==> config.mk <==
export PLATFORM = sky130hd
export DESIGN_NAME = guess_game_ctrl
export DESIGN_NICKNAME = d
export VERILOG_FILES = /design/src/rtl/guess_game_ctrl.sv
export SDC_FILE = /design/constraint.sdc
export NUM_CORES = 1
export LEC_CHECK = 0
export CORE_ASPECT_RATIO = 1.1
export CORE_MARGIN = 2
export CORE_UTILIZATION = 40
export DETAILED_ROUTE_END_ITERATION = 12
export GPL_TIMING_DRIVEN = 0
export HOLD_SLACK_MARGIN = 0.08
export PLACE_DENSITY = 0.61
export SYNTH_ARGS = -nofsm -noshare
export SYNTH_HDL_FRONTEND = slang
export SYNTH_SLANG_ARGS = --single-unit
export TNS_END_PERCENT = 5
==> constraint.sdc <==
create_clock -name clk -period 2.8 [get_ports clk]
set_clock_uncertainty 0.05 [all_clocks]
set_input_delay 0.28 -clock clk [delete_from_list [all_inputs] [get_ports clk]]
set_output_delay 0.28 -clock clk [all_outputs]
set_load 0.05 [all_outputs]
==> src/rtl/guess_game_ctrl.sv <==
// Two-digit number-guessing game controller: keypad presses -> BCD guess,
// compare against a latched secret, count tries, drive display digits and hints.
module guess_game_ctrl #(
    parameter logic [7:0] MAX_TRIES = 8'h07
) (
    input  logic        clk,
    input  logic        RSTn,
    input  logic [15:0] key_deb,
    output logic [15:0] disp_digits,
    output logic [3:0]  disp_blank,
    output logic [1:0]  hint,
    output logic        won,
    output logic        lost
);

    localparam int unsigned KEY_W  = 16;
    localparam int unsigned BCD_W  = 8;
    localparam int unsigned CODE_W = 4;
    localparam int unsigned CNT_W  = 2;

    typedef enum logic [2:0] {IDLE, INPUT, CHECK, WIN, LOSE} state_t;

    state_t              state, state_d;
    logic [KEY_W-1:0]    key_prev, rise;
    logic [CODE_W-1:0]   press_code;
    logic                press_valid, is_digit, is_enter, is_clear, is_new;
    logic [BCD_W-1:0]    rnd_cnt, secret, secret_d, guess, guess_d, tries, tries_d;
    logic [CNT_W-1:0]    count, count_d;
    logic [1:0]          hint_d;
    logic [15:0]         digits_d;
    logic [3:0]          blank_d;

    function automatic logic [BCD_W-1:0] bcd_inc(input logic [BCD_W-1:0] v);
        if (v[3:0] == 4'd9) begin
            if (v[7:4] == 4'd9) return 8'h00;
            return {v[7:4] + 4'd1, 4'd0};
        end
        return {v[7:4], v[3:0] + 4'd1};
    endfunction

    // A press is a single newly-risen key; simultaneous rises are discarded.
    assign rise        = key_deb & ~key_prev;
    assign press_valid = (rise != '0) && ((rise & (rise - 16'd1)) == '0);

    always_comb begin
        press_code = '0;
        for (int i = 0; i < KEY_W; i++) begin
            if (rise[i]) press_code = CODE_W'(i);
        end
    end

    assign is_digit = press_valid && (press_code <= 4'd9);
    assign is_enter = press_valid && (press_code == 4'd10);
    assign is_clear = press_valid && (press_code == 4'd11);
    assign is_new   = press_valid && (press_code == 4'd12);

    always_ff @(posedge clk) begin
        if (!RSTn) state <= IDLE;
        else       state <= state_d;
    end

    // Next state, game datapath and next display values.
    always_comb begin
        state_d  = state;
        guess_d  = guess;
        tries_d  = tries;
        count_d  = count;
        hint_d   = hint;
        secret_d = secret;
        digits_d = '0;
        blank_d  = 4'b1111;

        unique case (state)
            IDLE, WIN, LOSE: ;
            INPUT: begin
                if (is_digit) begin
                    guess_d = (count == '0) ? {4'd0, press_code} : {guess[3:0], press_code};
                    count_d = (count == CNT_W'(2)) ? count : count + CNT_W'(1);
                end else if (is_clear) begin
                    guess_d = '0;
                    count_d = '0;
                end else if (is_enter && count != '0) begin
                    state_d = CHECK;
                end
            end
            CHECK: begin
                tries_d = (tries == 8'h99) ? tries : bcd_inc(tries);
                if (guess == secret) begin
                    hint_d  = 2'b11;
                    state_d = WIN;
                end else begin
                    hint_d = (guess < secret) ? 2'b01 : 2'b10;
                    if (tries_d == MAX_TRIES) begin
                        state_d = LOSE;
                    end else begin
                        state_d = INPUT;
                        count_d = '0;
                    end
                end
            end
            default: state_d = IDLE;
        endcase

        // New game is accepted everywhere except the one-cycle CHECK.
        if (is_new && state != CHECK) begin
            state_d  = INPUT;
            secret_d = rnd_cnt;
            tries_d  = '0;
            guess_d  = '0;
            count_d  = '0;
            hint_d   = 2'b00;
        end

        digits_d = {tries_d, (state_d == LOSE) ? secret_d : guess_d};
        if (state_d != IDLE) begin
            if (state_d == INPUT && count_d == '0 && tries_d == '0) blank_d = 4'b0011;
            else if (state_d == INPUT && count_d == CNT_W'(1))     blank_d = 4'b0010;
            else                                                    blank_d = 4'b0000;
            blank_d[3] = (tries_d < 8'h10);
        end
    end

    always_ff @(posedge clk) begin
        if (!RSTn) begin
            key_prev    <= '0;
            rnd_cnt     <= '0;
            secret      <= '0;
            guess       <= '0;
            tries       <= '0;
            count       <= '0;
            hint        <= 2'b00;
            disp_digits <= '0;
            disp_blank  <= 4'b1111;
            won         <= 1'b0;
            lost        <= 1'b0;
        end else begin
            key_prev    <= key_deb;
            rnd_cnt     <= bcd_inc(rnd_cnt);
            secret      <= secret_d;
            guess       <= guess_d;
            tries       <= tries_d;
            count       <= count_d;
            hint        <= hint_d;
            disp_digits <= digits_d;
            disp_blank  <= blank_d;
            won         <= (state_d == WIN);
            lost        <= (state_d == LOSE);
        end
    end

endmodule

==> run metrics, run 1 <==
Synth Flop Type=dfxtp_1; pwr dens=469 nW/um2; clock sink count=69; Hold Fails Final Rpt=0; Peak Freq=0.371 GHz; commonest cells after routing, fill and taps aside=dfxtp_1 (69), clkdlybuf4s50_1 (40), nor2_1 (36); pin slew with the least headroom to its limit=530 ps; RSZ-0062 raised after global routing=yes; #FFs+latches synth=69; via count=about 2900; largest fanout on the critical path=6; largest net degree at the start of global routing=12; number of global-route vias before repair=2700; Cells after Synth=377; Clock Latency Late Sink=~340 ps; worst hold path class=input port to register; outcome=complete, no violations; most used routing layer=met2; CTS root buf=clkbuf_8; initial antenna violation count=0; H-Tree Depth=3; worst r2r dst=disp_digits[0]; yosys warns=0; Detailed Routing Iterations Pass 1=4; Detailed Place HPWL=5500 um; Residual DRC=0; Slew Limit Fails=0; PnR worst setup slack=107 ps; fin area=just over 4000 um2; GRT Residual Overflow=0; Critical Path Source Type=input port; first-pass GRT wire length=12700 um; IO buf count=between 40 and 50; asr flop ratio synth=0%; r2r setup slk=190 ps; met3 GRT Util=3.33%; Slew headroom=between 60% and 70%; combinational power share=between 8 and 9%; Critical Path End Type=register; row cnt=34; CTS max path bufs=2; leakage=1.54 nW; area of the multi-input gates=1900 um2; syn avg cell area=8.83 um2; most common cell after layout, fill and taps aside=dfxtp_1; Worst EP arrival=2870 ps; area of the core=approximately 8000 um2; Int Power=1.47 mW; share of power burned in registers=51.7%; post-synth cell types=67; final core utilization=51.9%; hold buffer count at cts=0; peak supply drop=0.226 mV; die height=99.7 um; WS Path Type=input port to register; diodes inserted=0; hold path start=key_deb[14]; worst reg2reg path depth=8; hold path endpoint=key_prev[14]; Post-DP Area=3870 um2; CTS buffer count=9; routed length per instance=13.7 um; register area share after synthesis=41.5%; area grow syn2layout=24.7%; CTS tree=yes; GR Util met2=around 28%; Setup-failing EPs final=0; Sequential Area=1380 um2; crit share post-route=96.2%; DRT antenna net count=0; Starting Density=41.6%; total track usage=17.2%; Clock Power Share=39.9%; Min-Delay Path Depth=2; GP Congestion=0.813; met1 global-route usage=22.5%; cell area after synthesis=3330 um2; Reg-to-Reg Start=key_prev[11]; layout cell share with drive strength beyond 1=12.6%; nets=462; Reg clk slew, reported paths=70 ps; Sw Ratio=24.6%; post-layout min period=approximately 2700 ps; Filler Cells Inserted=818; Post-synth EDFFs=0; # IOs=42; Switch Pwr=478 uW; max_cap viols=0; DR vias/cell=5.26; Crit path required time=2980 ps; pre-CTS setup slack=-547 ps; Die X-Extent=just over 90 um; Die Area=9070 um2; final wirelength=roughly 7500 um; drt initial violations=130; Synth Net Count=roughly 410
==> layout make-up <==
class                   instances  share of cell area, %
plain buffers                  10                   1.12
clock inverters                 2                  0.392
inverters                      17                   1.54
multi-input cells             281                   45.8
clock buffers                  14                   4.16
well taps                     108                   3.25
flip-flops and latches         69                   33.3
repair buffers                 44                   10.5
==> cell families (layout without fill, tap and decap cells) <==
| group | count (synthesis) | after routing | synth area share (%) |
|---|---|---|---|
| flip-flops | 69 | 69 | 41.5 |
| AO/OA/AOI/OAI | 95 | 95 | 19.0 |
| adder cells (fa/ha/maj) | 12 | 12 | 4.51 |
| AND/OR/NAND/NOR | 164 | 164 | 28.9 |
| multiplexers | 3 | 3 | 0.940 |
| buffers and inverters | 27 | 87 | 3.31 |
| XOR/XNOR | 7 | 7 | 1.84 |
==> worst max-delay path by stage <==
stage,slack [ps],depth (start not counted),endpoint,start
floorplan,330,9,disp_digits[4],key_prev[3]
global placement,-530,9,disp_digits[7],key_deb[11]
detailed placement,-550,9,disp_digits[7],key_deb[11]
CTS,50,8,disp_digits[0],key_deb[11]
global route,-1,11,disp_digits[1],key_deb[10]
finish,110,9,disp_digits[7],key_deb[5]
==> power groups by stage <==
stage | logic [mW] | clock network, mW | registers [mW]
after global routing | 0.180 | 0.846 | 1.01
final | 0.165 | 0.775 | 1.01
after CTS | 0.159 | 0.795 | 1.00
after global placement | 0.156 | 0 | 1.03
after detailed placement | 0.157 | 0 | 1.03
after floorplan | 0.103 | 0 | 1.03
==> critical path, cell delays in order <==
cell and delay (ps):
clkdlybuf4s50_1 470, nor2b_1 430, nor4_4 100, a211o_1 330
o22a_2 290, o31ai_1 320, a21oi_2 170, a22o_2 300
o22a_1 170
==> stage by stage <==
step | total power [mW] | setup TNS (ps) | hold slack, ps | std cells
after floorplan | 1.13 | 0 | 352 | 377
after global placement | 1.18 | -13730 | 409 | 526
after detailed placement | 1.19 | -14880 | 415 | 526
after CTS | 1.96 | 0 | 428 | 544
after global routing | 2.03 | -0.991 | 217 | 545
final | 1.95 | 0 | 199 | 545
==> routing by layer <==
layer  up-vias  part of all wire, %
met2        60                   47
met5         -                    0
li1       1457                    -
met1      1343                   48
met3         6                  4.0
met4         0                  1.1
==> repair_timing <==
| action | in CTS | in global routing |
|---|---|---|
| hold endpoints to repair | 0 | 0 |
| pin swaps | 2 | 5 |
| buffers inserted | 2 | 1 |
| endpoints found under the setup margin | 26 | 10 |
| resized for setup | 2 | 12 |
==> cells in the mapped netlist (9+ instances only) <==
library cell / instances / area share [%]
dfxtp_1: 69 / 42
nor2_1: 36 / 4.1
nand2_1: 30 / 3.4
o21ai_0: 24 / 3.6
a21oi_1: 23 / 3.5
and2_1: 19 / 3.6
inv_1: 16 / 1.8
nor2b_1: 15 / 2.8
ha_1: 12 / 4.5
nand2b_1: 11 / 2.1
nor3_1: 9 / 1.4
==> state kept, by name, indices dropped and copies added, names as in the netlist <==
name,cells
key_prev,16
disp_digits,16
state,3
guess,8
rnd_cnt,8
secret,8
won,1
hint,2
lost,1
disp_blank,4
count,2
Note: power is estimated with default switching activity, not from simulation.
==> inputs of run 2 (changes only) <==
--- a/config.mk
+++ b/config.mk
@@ -9,9 +9,11 @@
 export CORE_MARGIN = 2
 export CORE_UTILIZATION = 40
 export DETAILED_ROUTE_END_ITERATION = 12
+export GPL_ROUTABILITY_DRIVEN = 0
 export GPL_TIMING_DRIVEN = 0
 export HOLD_SLACK_MARGIN = 0.08
-export PLACE_DENSITY = 0.61
+export PLACE_DENSITY_LB_ADDON = 0.12
+export SETUP_SLACK_MARGIN = 0.15
 export SYNTH_ARGS = -nofsm -noshare
 export SYNTH_HDL_FRONTEND = slang
 export SYNTH_SLANG_ARGS = --single-unit
==> run 2 against run 1 <==
  * Die area stayed put
  * Non-clock buffer count grew 13
  * Clock power grew 27%
  * Fmax rose by 1.2%
  * Utilization increased by 2.6 points
  * Wire length is 2.6% higher
  * Via count grew 0.35%
  * Clock-buffer cell count down 4
  * Largest cell class unchanged
==> run metrics, run 2 (synthesis gave the netlist of run 1 again) <==
Detailed Place HPWL=5520 um (was 5500 um); CTS buffer count=9 (unchanged); Slew headroom=65.7% (was 64.7%); RSZ-0062 raised after global routing=yes (unchanged); CTS root buf=clkbuf_8 (unchanged); most common cell after layout, fill and taps aside=dfxtp_1 (unchanged); outcome=complete, no violations (unchanged); commonest cells after routing, fill and taps aside=dfxtp_1 (63), nor2_1 (36), clkdlybuf4s50_1 (32) (was dfxtp_1 (69), clkdlybuf4s50_1 (40), nor2_1 (36)); PnR worst setup slack=140 ps (was 107 ps); H-Tree Depth=3 (unchanged); Slew Limit Fails=0 (unchanged); Die Area=9070 um2 (unchanged); Detailed Routing Iterations Pass 1=5 (was 4); top flop regs=disp_digits x16, key_prev x16 (unchanged); worst hold path class=input port to register (unchanged); # IOs=42 (unchanged); total track usage=17.4% (was 17.2%); WS Path Type=register to register (was input port to register); CP startpoint=key_prev[7] (was key_deb[5]); DRT antenna net count=0 (unchanged); pre-CTS setup slack=-521 ps (was -547 ps); Die X-Extent=91.0 um (unchanged); Residual DRC=0 (unchanged); clock sink count=69 (unchanged); Critical Path End Type=register (unchanged); first-pass GRT wire length=12800 um (was 12700 um); Setup-failing EPs final=0 (unchanged); diodes inserted=0 (unchanged); drt initial violations=127 (was 130); largest net degree at the start of global routing=13 (was 12); pwr dens=498 nW/um2 (was 469 nW/um2); dpl cells=526 (unchanged); routed length per instance=13.7 um (about the same); die height=99.7 um (unchanged); CTS tree=yes (unchanged); row cnt=34 (unchanged); worst reg2reg path depth=9 (was 8); Starting Density=41.6% (unchanged); r2r setup slk=140 ps (was 190 ps); crit share post-route=95.0% (was 96.2%); Peak Freq=0.376 GHz (was 0.371 GHz); IO buf count=41 (unchanged); Clock Latency Late Sink=350 ps (was 340 ps); CTS max path bufs=2 (unchanged); leakage=1.72 nW (was 1.54 nW); fin cells=558 (was 545); Critical Path Source Type=register (was input port); largest fanout on the critical path=4 (was 6); total power draw=2.17 mW (was 1.95 mW); final wirelength=7660 um (was 7470 um); peak supply drop=0.222 mV (was 0.226 mV); Reg-to-Reg Start=key_prev[7] (was key_prev[11]); nets=475 (was 462); GRT Residual Overflow=0 (unchanged); area grow syn2layout=31.0% (was 24.7%); pin slew with the least headroom to its limit=512 ps (was 530 ps); number of global-route vias before repair=2665 (was 2700); area of the core=8000 um2 (unchanged); Crit path required time=3040 ps (was 2980 ps); worst r2r dst=disp_digits[5] (was disp_digits[0]); via count=2876 (was 2866); post-layout min period=2660 ps (was 2690 ps); DR vias/cell=5.15 (was 5.26); max_cap viols=0 (unchanged); Hold Fails Final Rpt=0 (unchanged); Worst EP arrival=2900 ps (was 2870 ps); Reg clk slew, reported paths=80 ps (was 70 ps); layout cell share with drive strength beyond 1=17.3% (was 12.6%); Setup crit end=disp_digits[5] (was disp_digits[7]); initial antenna violation count=0 (unchanged)
[run 2: cell count changes in the layout (fill, tap and decap cells not counted), sizes merged]
cell / previous run / this run
clkinv: 2 / 3
dlymetal6s2s: 1 / 9
buf: 7 / 20
bufinv: 0 / 3
clkbuf: 20 / 16
clkdlybuf4s50: 40 / 32
[run 2: area by class of cell]
| cell class | instances | area (um2) |
|---|---|---|
| Clock buffer | 10 | 128 |
| Inverter | 17 | 63.8 |
| Multi-Input combinational cell | 281 | 1930 |
| Buffer | 10 | 51.3 |
| Tap cell | 108 | 135 |
| Clock inverter | 6 | 111 |
| Timing Repair Buffer | 57 | 557 |
| Fill cell | 789 | 3640 |
| Sequential cell | 69 | 1390 |
[run 2: timing repair]
action                     CTS  global route
hold buffers                 0             0
pin swaps                    4             9
gates resized for setup      9            26
buffers inserted             4            12
setup endpoints to repair   37            19
[run 2: routing by layer]
| layer | GRT usage (%) | vias to the layer above | share of wire (%) |
|---|---|---|---|
| met3 | 3.64 | 9 | 3.9 |
| li1 | - | 1476 | - |
| met2 | 27.9 | 54 | 47 |
| met1 | 23.4 | 1337 | 48 |
| met5 | 0 | - | 0 |
| met4 | 6.29 | 0 | 1.1 |
[run 2: stage by stage]
stage	area [um2]	hold WS [ps]	setup TNS, ps	util, %
after floorplan	3330	352	0	-
after CTS	4190	430	0	52.4
after detailed placement	3870	421	-14260	48.4
final	4360	138	0	54.5
after global routing	4360	185	0	54.5
after global placement	3870	411	-13260	48.4
[run 2: where the power goes]
group / leakage [nW] / switching, mW / total, mW / internal (mW)
clock: 0.116 / 0.392 / 0.984 / 0.592
combinational: 1.04 / 0.0957 / 0.182 / 0.0865
sequential: 0.562 / 0.00900 / 1.01 / 0.997
total: 1.72 / 0.497 / 2.17 / 1.68
[run 2: worst min-delay path by stage]
stage	end	startpoint	depth (start not counted)
after global routing	key_prev[6]	key_deb[6]	2
after detailed placement	count[1]	count[1]	2
after floorplan	key_prev[0]	key_deb[0]	1
after CTS	count[1]	count[1]	2
final	key_prev[6]	key_deb[6]	2
after global placement	count[1]	count[1]	2
[run 2: worst max-delay path: stages, from the launching register on]
cell,delay [ps]
dfxtp_1,340
nand2b_4,130
o211ai_1,100
or4_4,530
buf_8,140
nor4_4,360
nor4b_4,300
nor3b_4,310
a22o_2,200
o22a_1,140
==> RTL edit: new RTL, config.mk and constraints of run 1 <==
`key_prev` no longer has a reset.
--- a/src/rtl/guess_game_ctrl.sv
+++ b/src/rtl/guess_game_ctrl.sv
@@ -122,7 +122,6 @@
 
     always_ff @(posedge clk) begin
         if (!RSTn) begin
-            key_prev    <= '0;
             rnd_cnt     <= '0;
             secret      <= '0;
             guess       <= '0;
@@ -134,7 +133,6 @@
             won         <= 1'b0;
             lost        <= 1'b0;
         end else begin
-            key_prev    <= key_deb;
             rnd_cnt     <= bcd_inc(rnd_cnt);
             secret      <= secret_d;
             guess       <= guess_d;
@@ -148,5 +146,9 @@
         end
     end
 
+    always_ff @(posedge clk) begin
+        key_prev <= key_deb;
+    end
+
 endmodule
 
Function: changed (Yosys sat finds a counterexample within 4 cycles, from zero or initial values and one cycle with RSTn low).
==> RTL edit against run 1 <==
- sequential cell count did not move
- non-clock buffer count rose by 6
- register-to-register slack got worse by 96 ps
- critical endpoint is now disp_blank[0]
- total power rose by 7.0%
- global-route usage rose by 0.37 points
- wire length fell by 1.5%
- design area rose by 2.2%
- combinational power rose by 28%
- synthesized area fell by 3.4%
- setup slack got worse by 13 ps
==> RTL edit: results (changes against run 1) <==
Detailed routing:
- The average wire per cell in the routed design is 13.6 µm (-0.94%).
- The detailed-routed wire length on met3 is 268 µm (-11%).
- The wire length the detailed router placed on met1 is 3480 µm (-3.3%).
- The via density per instance was 5.16 (-1.8%).
- The first-iteration detailed-routing DRC count is 82 (-37%).

Final layout:
- The clock buffer count in the final layout is 11 (-3).
- The layout cell share with drive strength beyond 1 is 13.4% (+0.78 points).
- The count of non-CTS buffers in the layout was 60 (+11%).
- The final net count is 459 (-0.65%).
- The layout inverter count without the clock tree is 14 (-3).
- The non-filler instance count after layout is 542 (-0.55%).
- The buffering overhead came to 13.4% (+1.8 points).
- The sequential cell area is 0.00139 mm² (+0.27%).
- The multi-input gate share of total cell area came to 44.7% (-1.1 points).
- The number of inserted filler cells in the final layout is 749 (-8.4%).

Power and ir drop:
- The worst supply voltage drop on vdd came to 0.243 mV (+7.4%).
- The leakage power figure is 1.64 nW (+6.3%).

Clocking:
- The post-CTS setup repair buffer count is 0 (-2).
- The number of resized instances in the post-cts repair step was 8 (+6).

GRT:
- The overall global routing resource usage is 17.6% (+0.37 points).
- The met1 track demand over resource is 23.5% (+0.95 points).
- The wire length of the first global-routing pass is 12,100 µm (-4.1%).
- The met2 routing resource usage after global routing is 27.3% (-0.97 points).

Yosys:
- The number of cells produced by synthesis came to 366 (-2.9%).
- The proportion of synthesized chip area in sequential cells was 43.0% (+1.5 points).
- The multiplexer area fraction after synthesis came to 2.49% (+1.6 points).
- The synthesized netlist net count is 396 (-2.7%).
- The share of synthesized cell area in full adder, half adder and majority cells was 4.67% (+0.16 points).
- The xor and xnor area share after synthesis was 1.63% (-0.21 points).
- The synthesized-area fraction occupied by ao, oa, aoi and oai cells is 18.3% (-0.73 points).
- After synthesis, the cell types taking the most area are sky130_fd_sc_hd__dfxtp_1 43%, sky130_fd_sc_hd__nor2b_1 5.3%, sky130_fd_sc_hd__ha_1 4.7%, sky130_fd_sc_hd__nor2_1 4.2%, sky130_fd_sc_hd__a21oi_1 3.6%.

Outcome:
- The flow ran to the end, and the final reports show no timing, DRC or antenna violations.

Setup path:
- The critical path's largest stage delay came to 550 ps (+80 ps).
- Among all stages on the critical path, the largest delay is contributed by sky130_fd_sc_hd__or4_4.
- The arrival time at the worst endpoint is 2910 ps (+40 ps).

Place:
- The HPWL reported at the end of detailed placement is 5310 µm (-3.5%).
- The total placed cells including tap cells came to 515 (-2.1%).

Hold path:
- The hold-critical path depth is 1 (-1).

STA:
- The relative slew slack is 59.8% (-4.9 points).
[RTL edit: power breakdown]
group          internal [W]  switching [W]
clock network      0.000497       0.000357
registers           0.00100      0.0000139
logic             0.0000953       0.000117
[RTL edit: metrics by stage]
step	util [%]	area, µm²	worst slack [ps]
2_1_floorplan	-	3210	229
3_3_place_gp	47.8	3760	-584
3_5_place_dp	47.8	3760	-579
4_1_cts	50.9	4000	-26.2
5_1_grt	53.9	4240	-8.84
6_report	53.9	4240	94.0
[RTL edit: cells by family (layout without fill, tap and decap cells)]
family,after synthesis,in the layout
buf+inv,22,90
flops,69,69
mux,8,8
simple gates,159,159
compound gates,90,90
xor+xnor,6,6
fa+ha+maj,12,12
[RTL edit: final timing paths]
path | start | end | slack, ps
max reg2reg | key_prev[14] | disp_blank[0] | 90
min reg2reg | count[1] | count[1] | 440
min | key_deb[9] | key_prev[9] | 350
max | key_prev[14] | disp_blank[0] | 90
